## src/rtl/sfifo_mchan_pkg.sv

```systemverilog
// Shared types and helpers for the multi-channel FIFO (sfifo_mchan_par).
// Optional partial-full feature is selected by the macro SFIFO_MCHAN_PFULL_EN.
package sfifo_mchan_pkg;

   localparam int unsigned WIDTH_DEF       = 16;
   localparam int unsigned DEPTH_NBITS_DEF = 3;
   localparam int unsigned NCH_DEF         = 4;
   localparam int unsigned CH_NBITS_DEF    = 2;

   typedef logic [CH_NBITS_DEF-1:0]  ch_idx_t;
   typedef logic [DEPTH_NBITS_DEF-1:0] ptr_t;
   typedef logic [DEPTH_NBITS_DEF:0]   cnt_t;

   // Extracts channel c's occupancy from the packed count bus.
   function automatic cnt_t cnt_slice(input logic [NCH_DEF*(DEPTH_NBITS_DEF+1)-1:0] count,
                                      input int unsigned c);
      return count[c*(DEPTH_NBITS_DEF+1) +: (DEPTH_NBITS_DEF+1)];
   endfunction

endpackage

```

## src/rtl/sfifo_mchan_ctrl.sv

```systemverilog
// Per-channel pointer/occupancy tracker; flush has priority over accepted wr/rd.
// Partial-full threshold compare is built only with SFIFO_MCHAN_PFULL_EN.
module sfifo_mchan_ctrl
   import sfifo_mchan_pkg::*;
#(
   parameter int unsigned DEPTH_NBITS = DEPTH_NBITS_DEF
) (
   input  logic                   clk_i,
   input  logic                   rst_i,
   input  logic                   acc_wr_i,
   input  logic                   acc_rd_i,
   input  logic                   flush_i,
`ifdef SFIFO_MCHAN_PFULL_EN
   input  logic [DEPTH_NBITS:0]   pfull_th_i,
   output logic                   pfull_o,
`endif
   output logic [DEPTH_NBITS-1:0] rptr_o,
   output logic [DEPTH_NBITS-1:0] wptr_o,
   output logic [DEPTH_NBITS:0]   count_o,
   output logic                   full_o,
   output logic                   empty_o
);

   localparam int unsigned DEPTH = 1 << DEPTH_NBITS;
   localparam logic [DEPTH_NBITS:0] FULL_CNT = DEPTH[DEPTH_NBITS:0];

   logic [DEPTH_NBITS-1:0] rptr_q, rptr_d, wptr_q, wptr_d;
   logic [DEPTH_NBITS:0]   count_q, count_d;
   logic                   full_q, full_d, empty_q, empty_d;

   always_comb begin
      rptr_d  = rptr_q;
      wptr_d  = wptr_q;
      count_d = count_q;
      if (flush_i) begin
         rptr_d  = '0;
         wptr_d  = '0;
         count_d = '0;
      end else begin
         if (acc_wr_i) wptr_d = wptr_q + 1'b1;
         if (acc_rd_i) rptr_d = rptr_q + 1'b1;
         case ({acc_wr_i, acc_rd_i})
            2'b10:   count_d = count_q + 1'b1;
            2'b01:   count_d = count_q - 1'b1;
            default: count_d = count_q;
         endcase
      end
      full_d  = (count_d == FULL_CNT);
      empty_d = (count_d == '0);
   end

   always_ff @(posedge clk_i) begin
      if (rst_i) begin
         rptr_q  <= '0;
         wptr_q  <= '0;
         count_q <= '0;
         full_q  <= 1'b0;
         empty_q <= 1'b1;
      end else begin
         rptr_q  <= rptr_d;
         wptr_q  <= wptr_d;
         count_q <= count_d;
         full_q  <= full_d;
         empty_q <= empty_d;
      end
   end

`ifdef SFIFO_MCHAN_PFULL_EN
   logic pfull_q;

   always_ff @(posedge clk_i) begin
      if (rst_i) pfull_q <= 1'b0;
      else       pfull_q <= (count_d >= pfull_th_i);
   end

   assign pfull_o = pfull_q;
`endif

   assign rptr_o  = rptr_q;
   assign wptr_o  = wptr_q;
   assign count_o = count_q;
   assign full_o  = full_q;
   assign empty_o = empty_q;

endmodule

```

## src/rtl/sfifo_mchan_par.sv

```systemverilog
// Multi-channel synchronous FIFO: NCH queues in one shared array, 1-cycle registered read.
// Optional per-channel partial-full flags are enabled by SFIFO_MCHAN_PFULL_EN.
module sfifo_mchan_par
   import sfifo_mchan_pkg::*;
#(
   parameter int unsigned WIDTH       = WIDTH_DEF,
   parameter int unsigned DEPTH_NBITS = DEPTH_NBITS_DEF,
   parameter int unsigned NCH         = NCH_DEF,
   parameter int unsigned CH_NBITS    = CH_NBITS_DEF
) (
   input  logic                         clk_i,
   input  logic                         rst_i,
   input  logic                         wr_i,
   input  logic [CH_NBITS-1:0]          wr_ch_i,
   input  logic [WIDTH-1:0]             din_i,
   input  logic                         rd_i,
   input  logic [CH_NBITS-1:0]          rd_ch_i,
   input  logic [NCH-1:0]               flush_i,
`ifdef SFIFO_MCHAN_PFULL_EN
   input  logic [DEPTH_NBITS:0]         pfull_th_i,
   output logic [NCH-1:0]               pfull_o,
`endif
   output logic [WIDTH-1:0]             dout_o,
   output logic                         dout_vld_o,
   output logic [CH_NBITS-1:0]          dout_ch_o,
   output logic [NCH-1:0]               full_o,
   output logic [NCH-1:0]               empty_o,
   output logic [NCH*(DEPTH_NBITS+1)-1:0] count_o,
   output logic                         ovf_o,
   output logic                         udf_o
);

   localparam int unsigned DEPTH = 1 << DEPTH_NBITS;

   logic [DEPTH_NBITS-1:0] rptr_w [NCH];
   logic [DEPTH_NBITS-1:0] wptr_w [NCH];
   logic [NCH-1:0]         full_w, empty_w;

   logic acc_wr, acc_rd, ovf_d, udf_d;
   logic [CH_NBITS+DEPTH_NBITS-1:0] wr_addr, rd_addr;

   // Flush on the addressed channel swallows the request without raising ovf/udf.
   assign acc_wr = ~rst_i & wr_i & ~full_w[wr_ch_i]  & ~flush_i[wr_ch_i];
   assign acc_rd = ~rst_i & rd_i & ~empty_w[rd_ch_i] & ~flush_i[rd_ch_i];
   assign ovf_d  = wr_i & full_w[wr_ch_i]  & ~flush_i[wr_ch_i];
   assign udf_d  = rd_i & empty_w[rd_ch_i] & ~flush_i[rd_ch_i];

   assign wr_addr = {wr_ch_i, wptr_w[wr_ch_i]};
   assign rd_addr = {rd_ch_i, rptr_w[rd_ch_i]};

   for (genvar c = 0; c < NCH; c++) begin : g_ch
      sfifo_mchan_ctrl #(.DEPTH_NBITS(DEPTH_NBITS)) u_ctrl (
         .clk_i    (clk_i),
         .rst_i    (rst_i),
         .acc_wr_i (acc_wr & (wr_ch_i == CH_NBITS'(c))),
         .acc_rd_i (acc_rd & (rd_ch_i == CH_NBITS'(c))),
         .flush_i  (flush_i[c]),
`ifdef SFIFO_MCHAN_PFULL_EN
         .pfull_th_i (pfull_th_i),
         .pfull_o    (pfull_o[c]),
`endif
         .rptr_o   (rptr_w[c]),
         .wptr_o   (wptr_w[c]),
         .count_o  (count_o[c*(DEPTH_NBITS+1) +: (DEPTH_NBITS+1)]),
         .full_o   (full_w[c]),
         .empty_o  (empty_w[c])
      );
   end

   logic [WIDTH-1:0] mem_q [NCH*DEPTH];

   always_ff @(posedge clk_i) begin
      if (acc_wr) mem_q[wr_addr] <= din_i;
   end

   logic [WIDTH-1:0]    dout_q;
   logic [CH_NBITS-1:0] dout_ch_q;
   logic                dout_vld_q, ovf_q, udf_q;

   always_ff @(posedge clk_i) begin
      if (rst_i) begin
         dout_q     <= '0;
         dout_ch_q  <= '0;
         dout_vld_q <= 1'b0;
         ovf_q      <= 1'b0;
         udf_q      <= 1'b0;
      end else begin
         dout_vld_q <= acc_rd;
         ovf_q      <= ovf_d;
         udf_q      <= udf_d;
         if (acc_rd) begin
            dout_q    <= mem_q[rd_addr];
            dout_ch_q <= rd_ch_i;
         end
      end
   end

   assign dout_o     = dout_q;
   assign dout_ch_o  = dout_ch_q;
   assign dout_vld_o = dout_vld_q;
   assign ovf_o      = ovf_q;
   assign udf_o      = udf_q;
   assign full_o     = full_w;
   assign empty_o    = empty_w;

endmodule

```

## config.mk

```make
export PLATFORM = sky130hd
export DESIGN_NAME = sfifo_mchan_par
export DESIGN_NICKNAME = d
export VERILOG_FILES = /design/src/rtl/sfifo_mchan_pkg.sv /design/src/rtl/sfifo_mchan_ctrl.sv /design/src/rtl/sfifo_mchan_par.sv
export SDC_FILE = /design/constraint.sdc
export NUM_CORES = 1
export LEC_CHECK = 0
export ABC_CLOCK_PERIOD_IN_PS = 6720
export BUFFER_PORTS_ARGS = -buffer_cell sky130_fd_sc_hd__clkbuf_2
export CORE_UTILIZATION = 60
export DETAILED_ROUTE_END_ITERATION = 12
export GPL_TIMING_DRIVEN = 0
export PLACE_DENSITY_LB_ADDON = 0.05
export SYNTH_ARGS = -nofsm -noshare
export SYNTH_HDL_FRONTEND = slang
export SYNTH_SLANG_ARGS = --single-unit
```

## constraint.sdc

```tcl
create_clock -name clk_i -period 6.72 [get_ports clk_i]
set_clock_uncertainty 0.05 [all_clocks]
set_input_delay 1.344 -clock clk_i [delete_from_list [all_inputs] [get_ports clk_i]]
set_output_delay 1.344 -clock clk_i [all_outputs]
set_load 0.02 [all_outputs]
```

### Word-level counts from Yosys, hierarchy flattened

Memories as Yosys holds them, arrays and structs flattened. A register that Yosys moved wholly into a read port is not among the register bits.
Cells that the tools add are included.

* flip-flop bits (word level): 53
* bits in writable memories: 512
* output and inout bits: 45
* memories: 1

* add/subtract/negate cells: 16
* order comparisons: 4
* equality and inequality tests: 18
* multiplexer cells: 24
* bitwise gates (word level): 25
* reduce and logical (&&, ||, !) cells: 10

Memories
* mem_q: words 32, bits a word 16, read ports 1, clocked after Yosys merged registers in 1, write ports 1, line sfifo_mchan_par.sv:70 `logic [WIDTH-1:0] mem_q [NCH*DEPTH];`

Operator list (count)
* 4-bit case mux with 2 select lines: 4
* 3-bit by 1-bit adder with 3-bit output, second input constant: 8
* 1-bit bitwise AND: 18
* 4-bit by 1-bit adder with 4-bit output, second input constant: 4
* 2-bit == test, second input constant: 8
* 4-bit == test, second input constant: 4
* 4-bit logical NOT: 4
* 4-bit 2-to-1 mux: 4
* 4-bit by 1-bit subtractor with 4-bit output, second input constant: 4
* 3-bit binary-select mux with 2-bit select: 2
* 2-bit by 1-bit == test with 1-bit output, second input constant: 6
* 3-bit 2-to-1 mux: 4
* 1-bit binary-select mux with 2-bit select: 4
* 2-bit OR reduction: 4
* 3-bit >= comparator, second input constant: 2
* 2-bit by 3-bit less-than comparator with 1-bit output, second input constant: 2
* 1-bit 2-to-1 mux: 6
* 2-bit NOT with 3-bit output: 2
* 1-bit NOT: 5
* 2-bit logical NOT: 2

### Logic depth before layout (Yosys ltp)

Gate-level depths: netlist of the first run.

* depth in word-level cells: 10
* gate-level depth with buffers: 13
* gate-level depth less buffers: 11

### By module

Synthesis of the first run repeated with hierarchy kept, for this count alone.

* cells, all modules: 1617
* area, all modules: 23445.0 sq um

By module, submodules not included
* sfifo_mchan_par: instances 1, cells an instance 1353, area an instance 21057.7 sq um
* sfifo_mchan_ctrl: instances 4, cells an instance 66, area an instance 596.8 sq um

### Worst setup path after synthesis of the first run

OpenSTA, ideal clock, no wires.

* path type: input to register
* start point: input rd_ch_i[0]
* end point: register g_ch[0].u_ctrl.empty_q
* setup time: 0.120 ns
* data arrival time: 3.837 ns
* required time: 6.550 ns
* setup slack: 2.713 ns
* cell stages on the path: 9
* path through: buf_6 > mux2_2 > a21o_1 > nor4_1 > ha_1 > clkbuf_1 > nor4b_1 > xnor2_1 > a211o_1

* longest elaborated chain between the ends: 10
* elaborated cells between the ends (all ways): 15
* those cells by class: eq/ne (2); mux (6); bitwise (5); reduce/logical (2)

Ends and longest elaborated chain
* start: declaration: line sfifo_mchan_par.sv:17 `input logic [CH_NBITS-1:0] rd_ch_i,`
* 1-bit binary-select mux with 2-bit select: line sfifo_mchan_par.sv:44 `assign acc_rd = ~rst_i & rd_i & ~empty_w[rd_ch_i] & ~flush_i[rd_ch_i];`
* 1-bit 2-to-1 mux (not written as such): line sfifo_mchan_par.sv:44
* 1-bit NOT: line sfifo_mchan_par.sv:44
* 1-bit bitwise AND (2 in series): line sfifo_mchan_par.sv:44
* 1-bit bitwise AND *: line sfifo_mchan_par.sv:56 `.acc_rd_i (acc_rd & (rd_ch_i == CH_NBITS'(c))),`
* 2-bit by 1-bit == test with 1-bit output or 2-bit == test (tied branches): line sfifo_mchan_ctrl.sv:42 `case ({acc_wr_i, acc_rd_i})`
* 4-bit case mux with 2 select lines *: line sfifo_mchan_ctrl.sv:42
* 4-bit 2-to-1 mux *: line sfifo_mchan_ctrl.sv:35 `if (flush_i) begin`
* 4-bit logical NOT *: line sfifo_mchan_ctrl.sv:49 `empty_d = (count_d == '0);`
* end signal: assignment: line sfifo_mchan_ctrl.sv:64 `empty_q <= empty_d;`
* end: declaration: line sfifo_mchan_ctrl.sv:29 `logic full_q, full_d, empty_q, empty_d;`

Mark *: on every way between the ends. The rest lies on a longest branch, timed or not. The select of a mux whose other input is x is not followed.
A chain may end at the register's enable or synchronous reset.

### Final worst setup path of the first run

* start point: input rd_ch_i[0]
* end point: register dout_q[8], in the netlist dout_o[8], read port of mem_q

* longest elaborated chain between the ends: 5
* elaborated cells between the ends (all ways): 12
* those cells by class: mux (7); bitwise (5)

Ends and longest elaborated chain
* 1-bit binary-select mux with 2-bit select: line sfifo_mchan_par.sv:44
* 1-bit 2-to-1 mux (not written as such): line sfifo_mchan_par.sv:44
* 1-bit NOT: line sfifo_mchan_par.sv:44
* 1-bit bitwise AND (2 in series): line sfifo_mchan_par.sv:44
* end: declaration: line sfifo_mchan_par.sv:76 `logic [WIDTH-1:0] dout_q;`

Parallel ways exist; a longest one is shown, timed or not. The select of a mux whose other input is x is not followed.

==> results of run 1 <==
metal layers:
metal | vias to the layer above | global-route usage | wire length [um]
met5 | - | 0 | 27
met4 | 4 | 0.141 | 2950
met3 | 144 | 0.0992 | 7400
li1 | 6533 | - | -
met1 | 7291 | 0.426 | 24600
met2 | 787 | 0.483 | 28400
area by class of cell:
cell class | instances | area [um^2] | share of cell area
buffer | 104 | 507 | 0.0187
clock buffer | 77 | 1570 | 0.0580
clock inverter | 29 | 324 | 0.0119
inverter | 9 | 38.8 | 0.00143
multi-input combinational | 933 | 6530 | 0.240
sequential | 581 | 16800 | 0.617
tap | 518 | 648 | 0.0239
timing repair buffer | 97 | 778 | 0.0287
sequential cells by signal, summed over array words and instances, names as in the netlist:
signal,cells
dout_ch_o,2
dout_o,16
dout_vld_o,1
g_ch.u_ctrl.count_o,16
g_ch.u_ctrl.empty_o,4
g_ch.u_ctrl.full_o,4
g_ch.u_ctrl.rptr_o,12
g_ch.u_ctrl.wptr_o,12
mem_q,512
ovf_o,1
udf_o,1
synthesized netlist by cell type (all sizes together) (33+ instances only):
cell    number
edfxtp     512
mux2        33
a21oi       47
mux2i      154
and2        40
buf         59
dfxtp       69
a31oi       33
a211oi      51
clkbuf      45
nand2      177
nor2       107
path summary, 6_finish.rpt:
path / endpoint / slack [ps] / depth (start not counted)
min: g_ch[3].u_ctrl.wptr_o[1] / 430 / 2
max reg2reg: dout_o[8] / 3090 / 8
min reg2reg: g_ch[3].u_ctrl.wptr_o[1] / 430 / 2
max: dout_o[8] / 2560 / 10
cells by family (layout without fill, tap and decap cells):
kind of cell | count (synthesis) | count (layout)
XOR/XNOR | 32 | 32
AND/OR/NAND/NOR | 422 | 422
flip-flops | 581 | 581
AO/OA/AOI/OAI | 269 | 269
multiplexers | 194 | 194
adder cells (fa/ha/maj) | 16 | 16
buffers and inverters | 113 | 316
power by group:
part	switching (uW)	internal, uW	total, uW
Sequential	3.45	3930	3940
Clock	1320	1900	3220
Combinational	124	30.5	154
Total	1440	5870	7310
critical path, cell delays in order:
cell,delay (ps)
buf_6,120
buf_2,260
mux4_2,330
buf_2,210
buf_4,220
nand2_1,320
clkbuf_1,490
o22ai_1,260
o21ai_0,790
a311oi_1,200
metrics by stage:
stage	util	area, um^2	std cells	hold slack [ps]
after detailed placement	0.650	25200	2242	426
after floorplan	-	23700	1627	400
after CTS	0.699	27100	2348	437
after global routing	0.699	27200	2348	472
final	0.699	27200	2348	433
after global placement	0.637	24700	2214	421
==> reports/metrics.cfg, run 1 <==
[clock_network]
worstSkewPairLatency_ps=620
cts_buffers=56
cts_buffer_depth=3
cts_tree=done
cts_resized=0
clk_pin_slew_ps=60
cts_sinks=581
cts_root_buffer=clkbuf_16
htreeDepth=2
cts_setup_buffers=0
cts_hold_buffers=0

[synthesis]
ys_warn_count=0
ys_types=72
synth_largest_area_cell=edfxtp_1
ys_ff_latch=581
synth_top_family_by_area=multiplexers
synthSimpleGateAreaFrac=0.0839
synth_top_area_share=0.648
synth.yosys.seq_area_share=0.706
syn_area_um2=23700
syn_inst=1627
synth_adder_area_share=0.00843
synth_edf_count=512
ys_top_cells_by_area=edfxtp_1, mux2i_1, dfxtp_1, nand2_1, nor2_1
synthFlopType=edfxtp_1
synthMuxAreaShare=0.0872
synthArstFlopShare=0
synth_nets=1671
synth_compound_area_frac=0.0793
synth_xor_xnor_area_share=0.0124
avgSynthCellArea_um2=14.6

[global_route]
overflow=0
grt_max_degree=33
gr-usage-all-layers=0.319
antenna_found_initial=3
grt_pass1_wl_um=92300
grt_pass1_vias=14305

[route]
ant_nets=0
wl_per_cell_um=27.0
totalWireLength_um=63400
via_per_inst=6.29
drt-initial-drc-count=1454
drtPass1Iterations=5
vias=14759
remaining_drc_errors=0

[power_and_ir_drop]
ir_worst_vdd_uv=246
pwr_density_cell_nw_per_um2=269
p_leak_uw=0.00900
power_uw=7310

[timing]
worstMarginPinSlew_ps=1030
finalSetupViolCount=0
clock.fmax_mhz=240
grt_setup_unrepaired=false
period_share=0.619
hold_violations=0
min_period_ps=4160
fin_ws_ps=2560
maxSlewViolCount=0
fin_tns_setup_ps=0
relSlewSlack=0.309

[status]
status=complete, no violations

[cells_and_area]
fillCellCount=2597
antenna_cells=0
final_common_cell=edfxtp_1
syn_to_final_growth_pct=14.4
most-common-layout-cells=edfxtp_1, nand2_1, mux2i_1
nets=1826
drive_gt1_frac=0.175

[worst_setup_path]
crit_fanout=10
r2r-start=g_ch[0].u_ctrl.rptr_o[1]
critPathLaunchType=input port
critPathRequiredTime_ps=7110
end_kind=flip-flop
arrival_ps=4550
critPathKind=in -> reg
critPathLaunch=rd_ch_i[0]

[placement]
io_buffers=69
pre_cts_slack_ps=1940
place_hpwl_um=42600
place.gp.congestion=0.932

[min_path]
hold_start=g_ch[3].u_ctrl.wptr_o[1]
hold_path.class=reg -> reg

[floorplan]
fp.dieArea_um2=40400
core_area_um2=38800
die_w_um=201
rows=72
chipHeight_um=201
ios=73
initial_core_util=0.611

[job]
drv_cap=0

No activity file was read; power rests on OpenSTA's default activity.
==> run 2, diff against run 1 <==
--- a/config.mk
+++ b/config.mk
@@ -5,9 +5,9 @@
 export SDC_FILE = /design/constraint.sdc
 export NUM_CORES = 1
 export LEC_CHECK = 0
-export ABC_CLOCK_PERIOD_IN_PS = 6720
+export ABC_CLOCK_PERIOD_IN_PS = 3700
 export BUFFER_PORTS_ARGS = -buffer_cell sky130_fd_sc_hd__clkbuf_2
-export CORE_UTILIZATION = 60
+export CORE_UTILIZATION = 56
 export DETAILED_ROUTE_END_ITERATION = 12
 export GPL_TIMING_DRIVEN = 0
 export PLACE_DENSITY_LB_ADDON = 0.05
==> constraint.sdc (replaced) <==
create_clock -name clk_i -period 3.7 [get_ports clk_i]
set_clock_uncertainty 0.05 [all_clocks]
set_input_delay 0.74 -clock clk_i [delete_from_list [all_inputs] [get_ports clk_i]]
set_output_delay 0.74 -clock clk_i [all_outputs]
set_load 0.02 [all_outputs]
==> run 2 against run 1 <==
The run now ends with setup timing left. Highest routed layer is now met4. Setup slack lost 2600 ps. Final cell count grew 0.77%. Global-route usage shrank 1.3 points. Largest power group unchanged. Critical path depth shrank 1. First-iteration DRC count grew 9.4%.
==> reports/metrics.cfg, run 2 (same netlist as run 1, synthesis figures left out) <==
[status]
status=complete, but fails checks
violations=setup timing

[clock_network]
htreeDepth=2  ; unchanged
worstSkewPairLatency_ps=610  ; about the same
cts_hold_buffers=0  ; unchanged
clk_pin_slew_ps=70  ; about the same
cts_tree=done
cts_sinks=581  ; unchanged
cts_buffer_depth=3  ; unchanged
cts_buffers=58  ; +3.6%
cts_setup_buffers=0  ; unchanged
cts_root_buffer=clkbuf_16

[worst_setup_path]
crit_fanout=10  ; unchanged
regToRegEndpoint=dout_o[7]
r2r.worst_path.cells=7  ; -1
critPathLaunchType=input port
arrival_ps=4140  ; -410 ps
r2r-start=g_ch[0].u_ctrl.empty_o
end_kind=flip-flop
critPathRequiredTime_ps=4110  ; -3000 ps
r2r_slack_ps=30  ; -3060 ps
critPathKind=in -> reg

[route]
via_per_inst=6.18  ; -1.7%
ant_nets=0  ; unchanged
totalWireLength_um=65400  ; +3.0%
drt-initial-drc-count=1590  ; +9.4%
remaining_drc_errors=0  ; unchanged
wl_per_cell_um=27.6  ; +2.3%
drtPass1Iterations=7  ; +2
vias=14624  ; -0.91%

[min_path]
hold_depth=2  ; unchanged
whs_endpoint=g_ch[0].u_ctrl.full_o
hold_path.class=in -> reg
hold_start=flush_i[0]

[power_and_ir_drop]
pwr-share-seq=0.546  ; +0.007
clock_power_share=0.433  ; -0.007
pwr_density_cell_nw_per_um2=484  ; +80%
ir_worst_vdd_uv=315  ; +28%
p_leak_uw=0.00895  ; -0.57%
p_comb_frac=0.021  ; about the same
power_uw=13100  ; +79%
p_int_uw=10500  ; +79%
sw_frac_of_total=0.201  ; +0.00326
switchingPower_uw=2630  ; +82%

[cells_and_area]
nets=1824  ; -0.11%
regMostFlops=mem_q
final_common_cell=edfxtp_1
drive_gt1_frac=0.174  ; -0.00135
antenna_cells=0  ; unchanged
fillCellCount=3112  ; +20%
largest_reg_flops=512  ; unchanged
most-common-layout-cells=edfxtp_1, nand2_1, mux2i_1
fin_area_um2=27100  ; -0.34%
syn_to_final_growth_pct=14.0
fin_util=0.647  ; -0.0527

[placement]
pre_cts_slack_ps=-503  ; -2440 ps
place.gp.congestion=0.919  ; -1.3%
io_buffers=69  ; unchanged
place_hpwl_um=44300  ; +4.0%
placed_cell_area_um2=25200  ; -0.20%

[timing]
finalSetupViolCount=1  ; +1
worstMarginPinSlew_ps=1450  ; +419 ps
period_share=1.01
maxSlewViolCount=0  ; unchanged
hold_violations=0  ; unchanged
fin_hold_ws_ps=370  ; -63.9 ps
fin_ws_ps=-31.9  ; -2590 ps
min_period_ps=3730
grt_setup_unrepaired=false
clock.fmax_mhz=268
relSlewSlack=0.0236  ; -0.286

[floorplan]
die_w_um=208  ; +3.5%
initial_core_util=0.567  ; -0.0442
fp.dieArea_um2=43200  ; +7.1%
ios=73  ; unchanged
rows=75  ; +4.2%
core_area_um2=41900  ; +7.8%
chipHeight_um=208  ; +3.5%

[global_route]
overflow=0  ; unchanged
antenna_found_initial=1  ; -2
gr-usage-all-layers=0.306  ; -0.0126
grt_max_degree=33  ; unchanged
grt_pass1_wl_um=94100  ; +1.9%
grt_pass1_vias=14288  ; -0.12%

[job]
drv_cap=0  ; unchanged

[run 2: changes by cell type in the layout (fill, tap and decap cells not counted), moves of 3 or more]
cell,previous run,this run
buf_8,27,23
bufinv_16,7,1
clkbuf_1,60,63
clkbuf_16,59,62
clkbuf_8,3,8
[run 2: power groups by stage]
stage,clock (uW),combinational (uW),sequential [uW]
after floorplan,0,95.3,7290
after global placement,0,266,7290
after detailed placement,0,277,7290
after CTS,5740,278,7150
after global routing,5960,295,7150
final,5670,280,7150
[run 2: worst max-delay path by stage]
stage,start,endpoint,slack [ps],cells after the start
after floorplan,rd_ch_i[0],g_ch[0].u_ctrl.empty_o,300,9
after global placement,wr_ch_i[0],mem_q[29][8],-970,6
after detailed placement,rd_ch_i[1],dout_o[8],-500,9
after CTS,rd_ch_i[1],dout_o[8],130,9
after global routing,rd_ch_i[1],dout_o[7],10,9
final,rd_ch_i[1],dout_o[7],-30,9
[run 2: stage by stage]
stage / std cells / TNS (ps)
final: 2366 / -31.9
after global routing: 2366 / 0
after CTS: 2366 / 0
after detailed placement: 2259 / -69340
after global placement: 2235 / -375350
after floorplan: 1627 / 0
[run 2: final cells by class]
cell class                 count  area, um^2  share of cell area
buffer                       104         507              0.0187
multi-input combinational    933        6530               0.241
clock buffer                  88        1730              0.0639
sequential                   581       16800               0.619
timing repair buffer          93         702              0.0259
clock inverter                19         120             0.00444
inverter                       9        38.8             0.00143
tap                          539         674              0.0249
[run 2: worst max-delay path: stages]
cell      delay (ps)
buf_4            160
clkinv_1         300
a21oi_1          390
nand3b_1         390
inv_1            350
buf_1            500
o221ai_1         310
nor4_1           800
a311oi_1         190
[run 2: repair_timing]
| item | CTS | global route |
|---|---|---|
| gates resized for setup | 0 | 2 |
| setup endpoints to repair | 0 | 2 |
| endpoints found under the hold margin | 0 | 0 |
[run 2: layer usage]
metal | GRT usage | vias to the layer above | part of all wire
met5 | 0 | - | 0
met4 | 0.142 | 0 | 0.045
met3 | 0.0439 | 135 | 0.081
met2 | 0.510 | 687 | 0.49
met1 | 0.400 | 7282 | 0.38
li1 | - | 6520 | -
==> run 3, diff against run 2 <==
--- a/config.mk
+++ b/config.mk
@@ -9,7 +9,6 @@
 export BUFFER_PORTS_ARGS = -buffer_cell sky130_fd_sc_hd__clkbuf_2
 export CORE_UTILIZATION = 56
 export DETAILED_ROUTE_END_ITERATION = 12
-export GPL_TIMING_DRIVEN = 0
 export PLACE_DENSITY_LB_ADDON = 0.05
 export SYNTH_ARGS = -nofsm -noshare
 export SYNTH_HDL_FRONTEND = slang
==> run 3 against run 2 <==
The run now ends clean. Sequential share of layout area is essentially flat. Register-to-register slack gained 450 ps. Maximum frequency grew 16%. Critical path depth shrank 1. Critical path type is now reg -> reg. Critical endpoint is now dout_o[1]. Largest cell class unchanged.
==> reports/metrics.cfg, run 3 (same netlist as run 1, synthesis figures left out) <==
[cells_and_area]
fillCellCount=3069  ; -1.4%
most-common-layout-cells=edfxtp_1, nand2_1, mux2i_1
final_common_cell=edfxtp_1
fin_util=0.647  ; about the same
fin_area_um2=27100  ; about the same
nets=1797  ; -1.5%
regMostFlops=mem_q
syn_to_final_growth_pct=14.1  ; about the same
drive_gt1_frac=0.173  ; -0.000635
largest_reg_flops=512  ; unchanged
layout.cells.non_filler=2339  ; -1.1%

[clock_network]
htreeDepth=2  ; unchanged
cts_buffers=57  ; -1.7%
cts_sinks=581  ; unchanged
cts_root_buffer=clkbuf_16
cts_setup_buffers=0  ; unchanged
cts_hold_buffers=0  ; unchanged
cts_tree=done
worstSkewPairLatency_ps=600  ; about the same
cts_resized=0  ; unchanged
cts_buffer_depth=3  ; unchanged
clk_pin_slew_ps=60  ; about the same

[timing]
fin_tns_setup_ps=0  ; +31.9 ps
min_period_ps=3220  ; -509 ps
relSlewSlack=0.450  ; +0.427
fin_ws_ps=477  ; +509 ps
clock.fmax_mhz=310  ; +16%
worstMarginPinSlew_ps=825  ; -629 ps
grt_setup_unrepaired=false
maxSlewViolCount=0  ; unchanged
period_share=0.871  ; -0.138
hold_violations=0  ; unchanged
finalSetupViolCount=0  ; -1

[worst_setup_path]
r2r_slack_ps=480  ; +450 ps
arrival_ps=3610  ; -530 ps
critPathRequiredTime_ps=4090  ; -20 ps
r2r-start=g_ch[3].u_ctrl.rptr_o[0]
regToRegEndpoint=dout_o[1]
crit_fanout=32  ; +22
r2r.worst_path.cells=8  ; +1
critPathLaunchType=flip-flop
critPathKind=reg -> reg
end_kind=flip-flop

[floorplan]
initial_core_util=0.567  ; unchanged
core_area_um2=41900  ; unchanged
die_w_um=208  ; unchanged
fp.dieArea_um2=43200  ; unchanged
ios=73  ; unchanged
chipHeight_um=208  ; unchanged
rows=75  ; unchanged

[min_path]
hold_start=flush_i[0]
hold_path.class=in -> reg
hold_depth=2  ; unchanged
whs_endpoint=g_ch[0].u_ctrl.full_o

[status]
status=complete, no violations

[placement]
pre_cts_slack_ps=31.0  ; +534 ps
place_hpwl_um=36500  ; -18%
place.gp.congestion=0.841  ; -8.5%
placed_cells=2233  ; -1.2%
io_buffers=72  ; +4.3%
placed_cell_area_um2=25300  ; +0.23%

[global_route]
overflow=0  ; unchanged
grt_pass1_wl_um=86800  ; -7.8%
antenna_found_initial=0  ; -1
grt_max_degree=73  ; +120%
gr-usage-all-layers=0.271  ; -0.0351
grt_pass1_vias=13943  ; -2.4%

[route]
wl_per_cell_um=24.5  ; -11%
totalWireLength_um=57400  ; -12%
via_per_inst=6.06  ; -2.0%
drt-initial-drc-count=1127  ; -29%
remaining_drc_errors=0  ; unchanged
drtPass1Iterations=5  ; -2
vias=14166  ; -3.1%
ant_nets=0  ; unchanged

[power_and_ir_drop]
p_leak_uw=0.00906  ; +1.2%
pwr_density_cell_nw_per_um2=481  ; -0.80%
ir_worst_vdd_uv=457  ; +45%

[job]
drv_cap=0  ; unchanged

[run 3: stage by stage]
stage	total power (uW)	hold slack (ps)
after floorplan	7390	400
after global placement	7550	428
after detailed placement	7550	431
after CTS	13100	347
after global routing	13400	380
final	13000	365
[run 3: metal layers]
layer  up-vias  track usage  routed length (um)
met3       100       0.0386                3460
met4         0        0.105                2090
met1      7136        0.372               24300
met5         -            0                   0
met2       459        0.441               27500
li1       6471            -                   -
[run 3: where the power goes]
part	internal (uW)	leakage, uW	switching [uW]
Clock	3260	0.000899	2340
Combinational	60.5	0.00301	200
Sequential	7150	0.00516	6.09
[run 3: area by class of cell]
type                            count  area (um^2)  share of cell area
Sequential cell                   581        16800               0.619
Multi-Input combinational cell    933         6460               0.238
Clock buffer                       90         1690              0.0625
Timing Repair Buffer              171         1330              0.0491
Tap cell                          539          674              0.0249
Clock inverter                     15          130             0.00480
Inverter                            9         38.8             0.00143
Antenna cell                        1         2.50           0.0000924
[run 3: worst max-delay path: stages (launching register included)]
cell and delay [ps]:
dfxtp_1 390, mux4_4 830, buf_4 330, buf_4 290
and2_1 200, a211oi_1 230, a31oi_1 70, a22oi_1 450
a311oi_1 180
[run 3: worst max path at each step]
stage / from / to / slack [ps] / cells after the start
4_1_cts: g_ch[3].u_ctrl.rptr_o[0] / dout_o[1] / 520 / 8
2_1_floorplan: rd_ch_i[0] / g_ch[0].u_ctrl.empty_o / 300 / 9
6_report: g_ch[3].u_ctrl.rptr_o[0] / dout_o[1] / 480 / 8
3_3_place_gp: rd_ch_i[1] / dout_o[1] / 30 / 9
3_5_place_dp: rd_ch_i[1] / dout_o[2] / 30 / 9
5_1_grt: g_ch[3].u_ctrl.rptr_o[0] / dout_o[1] / 390 / 8
